==> src/rtl/jpeg_maj_chain_serial.sv <==
// jpeg_maj_chain_serial: bit-serial majority/carry chain evaluator.
// Accepts one operand set (seed, a, b, tag) over in_valid/in_ready, evaluates
// one MAJ stage per clock LSB first, then presents out_res = ~(tag ^ c_STAGES)
// and out_carry[i] = c_(i+1) over out_valid/out_ready.
// Ports:
//   clk, rst_n             clock, async active-low reset
//   in_valid/in_ready      operand handshake
//   in_seed, in_a, in_b    chain seed and per-stage operands
//   in_tag                 final XNOR operand
//   flush                  synchronous abort of RUN/DONE
//   out_valid/out_ready    result handshake
//   out_res, out_carry     final XNOR result and all intermediate carries
module jpeg_maj_chain_serial #(
  parameter int unsigned STAGES = 8,
  parameter int unsigned CW     = $clog2(STAGES + 1)
) (
  input  logic              clk,
  input  logic              rst_n,
  input  logic              in_valid,
  output logic              in_ready,
  input  logic              in_seed,
  input  logic [STAGES-1:0] in_a,
  input  logic [STAGES-1:0] in_b,
  input  logic              in_tag,
  input  logic              flush,
  output logic              out_valid,
  input  logic              out_ready,
  output logic              out_res,
  output logic [STAGES-1:0] out_carry
);

  localparam int unsigned IW = (STAGES > 1) ? $clog2(STAGES) : 1;

  typedef enum logic [1:0] {
    IDLE = 2'd0,
    RUN  = 2'd1,
    DONE = 2'd2
  } state_e;

  state_e            state_q, state_d;
  logic [STAGES-1:0] a_q, a_d;
  logic [STAGES-1:0] b_q, b_d;
  logic              tag_q, tag_d;
  logic              carry_q, carry_d;
  logic [CW-1:0]     cnt_q, cnt_d;
  logic              in_ready_q, in_ready_d;
  logic              out_valid_q, out_valid_d;
  logic              out_res_q, out_res_d;
  logic [STAGES-1:0] out_carry_q, out_carry_d;

  // Current stage inputs and its majority result.
  logic [IW-1:0] stage_idx;
  logic          a_bit;
  logic          b_bit;
  logic          new_carry;

  always_comb begin
    stage_idx = cnt_q[IW-1:0];
    a_bit     = a_q[stage_idx];
    b_bit     = b_q[stage_idx];
    new_carry = (carry_q & a_bit) | (carry_q & b_bit) | (a_bit & b_bit);
  end

  // Next-state and registered-output logic.
  always_comb begin
    state_d     = state_q;
    a_d         = a_q;
    b_d         = b_q;
    tag_d       = tag_q;
    carry_d     = carry_q;
    cnt_d       = cnt_q;
    out_valid_d = out_valid_q;
    out_res_d   = out_res_q;
    out_carry_d = out_carry_q;

    unique case (state_q)
      IDLE: begin
        // in_ready_q is low for the first cycle after reset release.
        if (in_valid && in_ready_q) begin
          a_d         = in_a;
          b_d         = in_b;
          tag_d       = in_tag;
          carry_d     = in_seed;
          cnt_d       = '0;
          out_carry_d = '0;
          state_d     = RUN;
        end
      end
      RUN: begin
        if (flush) begin
          out_valid_d = 1'b0;
          out_res_d   = 1'b0;
          out_carry_d = '0;
          state_d     = IDLE;
        end else begin
          carry_d                = new_carry;
          out_carry_d[stage_idx] = new_carry;
          cnt_d                  = cnt_q + CW'(1);
          if (cnt_q == CW'(STAGES - 1)) begin
            out_res_d   = ~(tag_q ^ new_carry);
            out_valid_d = 1'b1;
            state_d     = DONE;
          end
        end
      end
      DONE: begin
        // Flush wins over a simultaneous handoff.
        if (flush) begin
          out_valid_d = 1'b0;
          out_res_d   = 1'b0;
          out_carry_d = '0;
          state_d     = IDLE;
        end else if (out_ready) begin
          out_valid_d = 1'b0;
          state_d     = IDLE;
        end
      end
      default: begin
        out_valid_d = 1'b0;
        state_d     = IDLE;
      end
    endcase

    // Derived from next state only, never from in_valid directly.
    in_ready_d = (state_d == IDLE);
  end

  // State and output registers.
  always_ff @(posedge clk or negedge rst_n) begin
    if (!rst_n) begin
      state_q     <= IDLE;
      a_q         <= '0;
      b_q         <= '0;
      tag_q       <= 1'b0;
      carry_q     <= 1'b0;
      cnt_q       <= '0;
      in_ready_q  <= 1'b0;
      out_valid_q <= 1'b0;
      out_res_q   <= 1'b0;
      out_carry_q <= '0;
    end else begin
      state_q     <= state_d;
      a_q         <= a_d;
      b_q         <= b_d;
      tag_q       <= tag_d;
      carry_q     <= carry_d;
      cnt_q       <= cnt_d;
      in_ready_q  <= in_ready_d;
      out_valid_q <= out_valid_d;
      out_res_q   <= out_res_d;
      out_carry_q <= out_carry_d;
    end
  end

  assign in_ready  = in_ready_q;
  assign out_valid = out_valid_q;
  assign out_res   = out_res_q;
  assign out_carry = out_carry_q;

endmodule

==> config.mk <==
export PLATFORM = sky130hd
export DESIGN_NAME = jpeg_maj_chain_serial
export DESIGN_NICKNAME = d
export VERILOG_FILES = /design/src/rtl/jpeg_maj_chain_serial.sv
export SDC_FILE = /design/constraint.sdc
export NUM_CORES = 1
export LEC_CHECK = 0
export CAP_MARGIN = 20
export CORE_ASPECT_RATIO = 1.5
export CORE_MARGIN = 10
export CORE_UTILIZATION = 60
export CTS_BUF_LIST = sky130_fd_sc_hd__clkbuf_16
export DETAILED_ROUTE_END_ITERATION = 6
export DONT_BUFFER_PORTS = 1
export PLACE_DENSITY = 0.73
export SYNTH_ARGS = -nofsm -noshare
export SYNTH_HDL_FRONTEND = slang
export SYNTH_SLANG_ARGS = --single-unit
==> constraint.sdc <==
create_clock -name clk -period 2.15 [get_ports clk]
set_input_delay 0.215 -clock clk [delete_from_list [all_inputs] [get_ports clk]]
set_output_delay 0.215 -clock clk [all_outputs]
set_load 0.05 [all_outputs]
==> flow_metrics.tcl <==
set metrics [dict create \
    clock_skew_ns 0.005621 \
    dp_hpwl_um 2801 \
    fp.dieArea_um2 5393 \
    area_delta_synth_final_pct 13.52 \
    cts_max_level 2 \
    finalHoldViolCount 0 \
    maxCapViolCount 0 \
    seq_area_frac_synth_pct 51.70 \
    p_leak_nw 0.8356 \
    grt_max_degree 36 \
    rsz0062_at_grt "no" \
    numPortBuffers 0 \
    synth-adder-area-share_pct 0.7386 \
    synth_top_family_by_area "multiplexers" \
    cts_post_setup_buffers_inserted 0 \
    start_kind "register" \
    wire_per_inst_um 18.99 \
    path_max_fanout 11 \
    yosysWarnings 0 \
    routed_wirelength_um 3684 \
    synth_xor_area_share_pct 1.034 \
    yosysMostFrequentCell "dfrtp_1" \
    synthesis.instances 148 \
    hold_ws_ns 0.08982 \
    critical_path_class "reg -> reg" \
    setup_viol 0 \
    relSlewSlack_pct 66.00 \
    clockBufferDepth 2 \
    hold_class "in -> reg" \
    netlist_area_um2 1694 \
    remaining_drc_errors 0 \
    die_h_um 85.08 \
    drt.antenna.violating_nets 0 \
    synth_top_area_share_pct 51.70 \
    synth_ff_type "dfrtp_1" \
    clkTransAtPathRegs_ns 0.05 \
    drtPass1Iterations 4 \
    grt_util_all_layers_pct 14.07 \
    cts_tree "built" \
    drv_slew 0 \
    crit_chain "mux2_2, a32oi_1, a41oi_2, or2_1, a32o_1" \
    synth_compound_area_share_pct 11.23 \
    timing.final.crit_share_pct 95.65 \
    row_count 23 \
    arrival_ns 2.22 \
    crit_required_ns 2.31 \
    nNetsFinal 182 \
    ys_types 38 \
    io_pins 34 \
    tightest_slew_ns 0.5100 \
    gp_congestion 0.7796 \
    min_period_ns 2.057 \
    grt_pass1_wl_um 5975 \
    first_iter_violations 39 \
    peakVddDrop_mv 0.9779 \
    yosys.area.top_type "dfrtp_1" \
    synth-edff-count 0 \
    gr-total-overflow 0 \
    cts_buffers 5 \
    ys_ff_latch 35 \
    fin_tns_setup_ns 0 \
    ys_top_cells_by_count "dfrtp_1, mux2_2, nand2_1" \
    cts_root_buffer "clkbuf_16" \
    muxShareOfSynthArea_pct 20.01 \
    antennaDiodeCount 0 \
    clock-sinks 35 \
    synth_async_sr_flop_share_pct 100.0 \
    coreArea_um2 2705 \
    status "finished, final reports clean" \
    max_clock_freq_mhz 486.3 \
    vias 1153 \
    die_w_um 63.39 \
    yosys.area_share.simple_pct 12.78 \
    r2r_slack_ns 0.09 \
    clock_latency_ns 0.27 \
    synthTopCellsByArea "dfrtp_1, mux2_2, nand2_1, mux4_1, mux2i_1" \
    p_per_area_nw_per_um2 1387 \
    worst_path_max_delay_cell "dfrtp_1" \
    layout-drive-gt1-share_pct 22.29 \
    start_util_pct 62.63 \
    avgSynthCellArea_um2 11.45 \
    via_per_inst 5.943 \
    grt_pass1_vias 1200 \
    worst_setup_path_end_kind "register" \
    syn-num-nets 172 \
    slowest_delay_ns 0.52 \
    antenna_found_initial 0 \
]
==> sequential cells by signal, summed over array words and instances, names as in the netlist, 2 cells and up <==
name	flops
a_q	8
cnt_q	4
state_q	2
b_q	8
out_carry	8
==> metrics by stage <==
| stage | setup slack [ns] | instances | area, µm² | total power, W | util (%) |
|---|---|---|---|---|---|
| floorplan | 0.1884 | 148 | 1694 | 0.001795 | - |
| global placement | 0.1965 | 185 | 1754 | 0.001969 | 64.85 |
| detailed placement | 0.1329 | 185 | 1754 | 0.002030 | 64.85 |
| CTS | 0.1254 | 194 | 1923 | 0.002699 | 71.09 |
| global route | 0.05119 | 194 | 1923 | 0.002832 | 71.09 |
| finish | 0.09349 | 194 | 1923 | 0.002668 | 71.09 |
==> cells in the final DEF, fill, tap and decap left out, types with 4 or more instances in the layout <==
master | netlist | final
a21oi_1 | 5 | 5
mux2i_1 | 5 | 5
nand3_1 | 8 | 8
dfrtp_1 | 35 | 35
mux2_2 | 19 | 19
o21ai_0 | 10 | 10
clkbuf_16 | 0 | 5
nor2_1 | 8 | 8
buf_4 | 0 | 6
nand2_1 | 16 | 16
inv_1 | 3 | 4
==> path summary, 6_finish.rpt <==
check                          from           end  cells past startpoint
hold reg to reg              a_q[0]        a_q[0]                      1
hold / removal              in_a[7]        a_q[7]                      1
setup / recovery           cnt_q[2]  out_carry[7]                      5
min in group asynchronous     rst_n      in_ready                      2
max in group asynchronous     rst_n  out_carry[3]                      2
setup reg to reg           cnt_q[2]  out_carry[7]                      5
==> worst max-delay path, delay by kind of cell, from the launching register on <==
kind | cells | cell delay, ns
multiplexers | 1 | 0.38
AND/OR/NAND/NOR | 1 | 0.26
AO/OA/AOI/OAI | 3 | 0.79
flip-flops | 1 | 0.52
==> where the power goes <==
group          internal [W]  switching, W
logic              0.000469      0.000459
clock network      0.000409      0.000226
registers          0.000883      0.000222
==> timing repair <==
| action | in CTS | in global routing |
|---|---|---|
| hold buffers | 3 | 0 |
| endpoints found under the hold margin | 36 | 0 |
| resized for setup | 0 | 0 |
==> layer usage <==
| metal | global-route usage, % | vias up | wire length (µm) |
|---|---|---|---|
| li1 | - | 550 | - |
| met1 | 12.83 | 561 | 1287 |
| met2 | 26.51 | 36 | 2078 |
| met3 | 5.526 | 6 | 251 |
| met4 | 5.988 | 0 | 67 |
| met5 | 0 | - | 0 |
==> cells by family after synthesis <==
group,Yosys count
simple gates,45
flops,35
compound gates,29
mux,27
buf+inv,9
xor+xnor,2
fa+ha+maj,1
==> final cells by class <==
| cell class | count | area [µm²] |
|---|---|---|
| fillers | 215 | 782.0 |
| well taps | 37 | 46.29 |
| inverters | 3 | 11.26 |
| clock buffers | 5 | 125.1 |
| flip-flops and latches | 35 | 875.8 |
| repair buffers | 9 | 85.08 |
| multi-input cells | 104 | 775.7 |
| clock inverters | 1 | 3.754 |
Note: power is estimated with default switching activity, not from simulation.
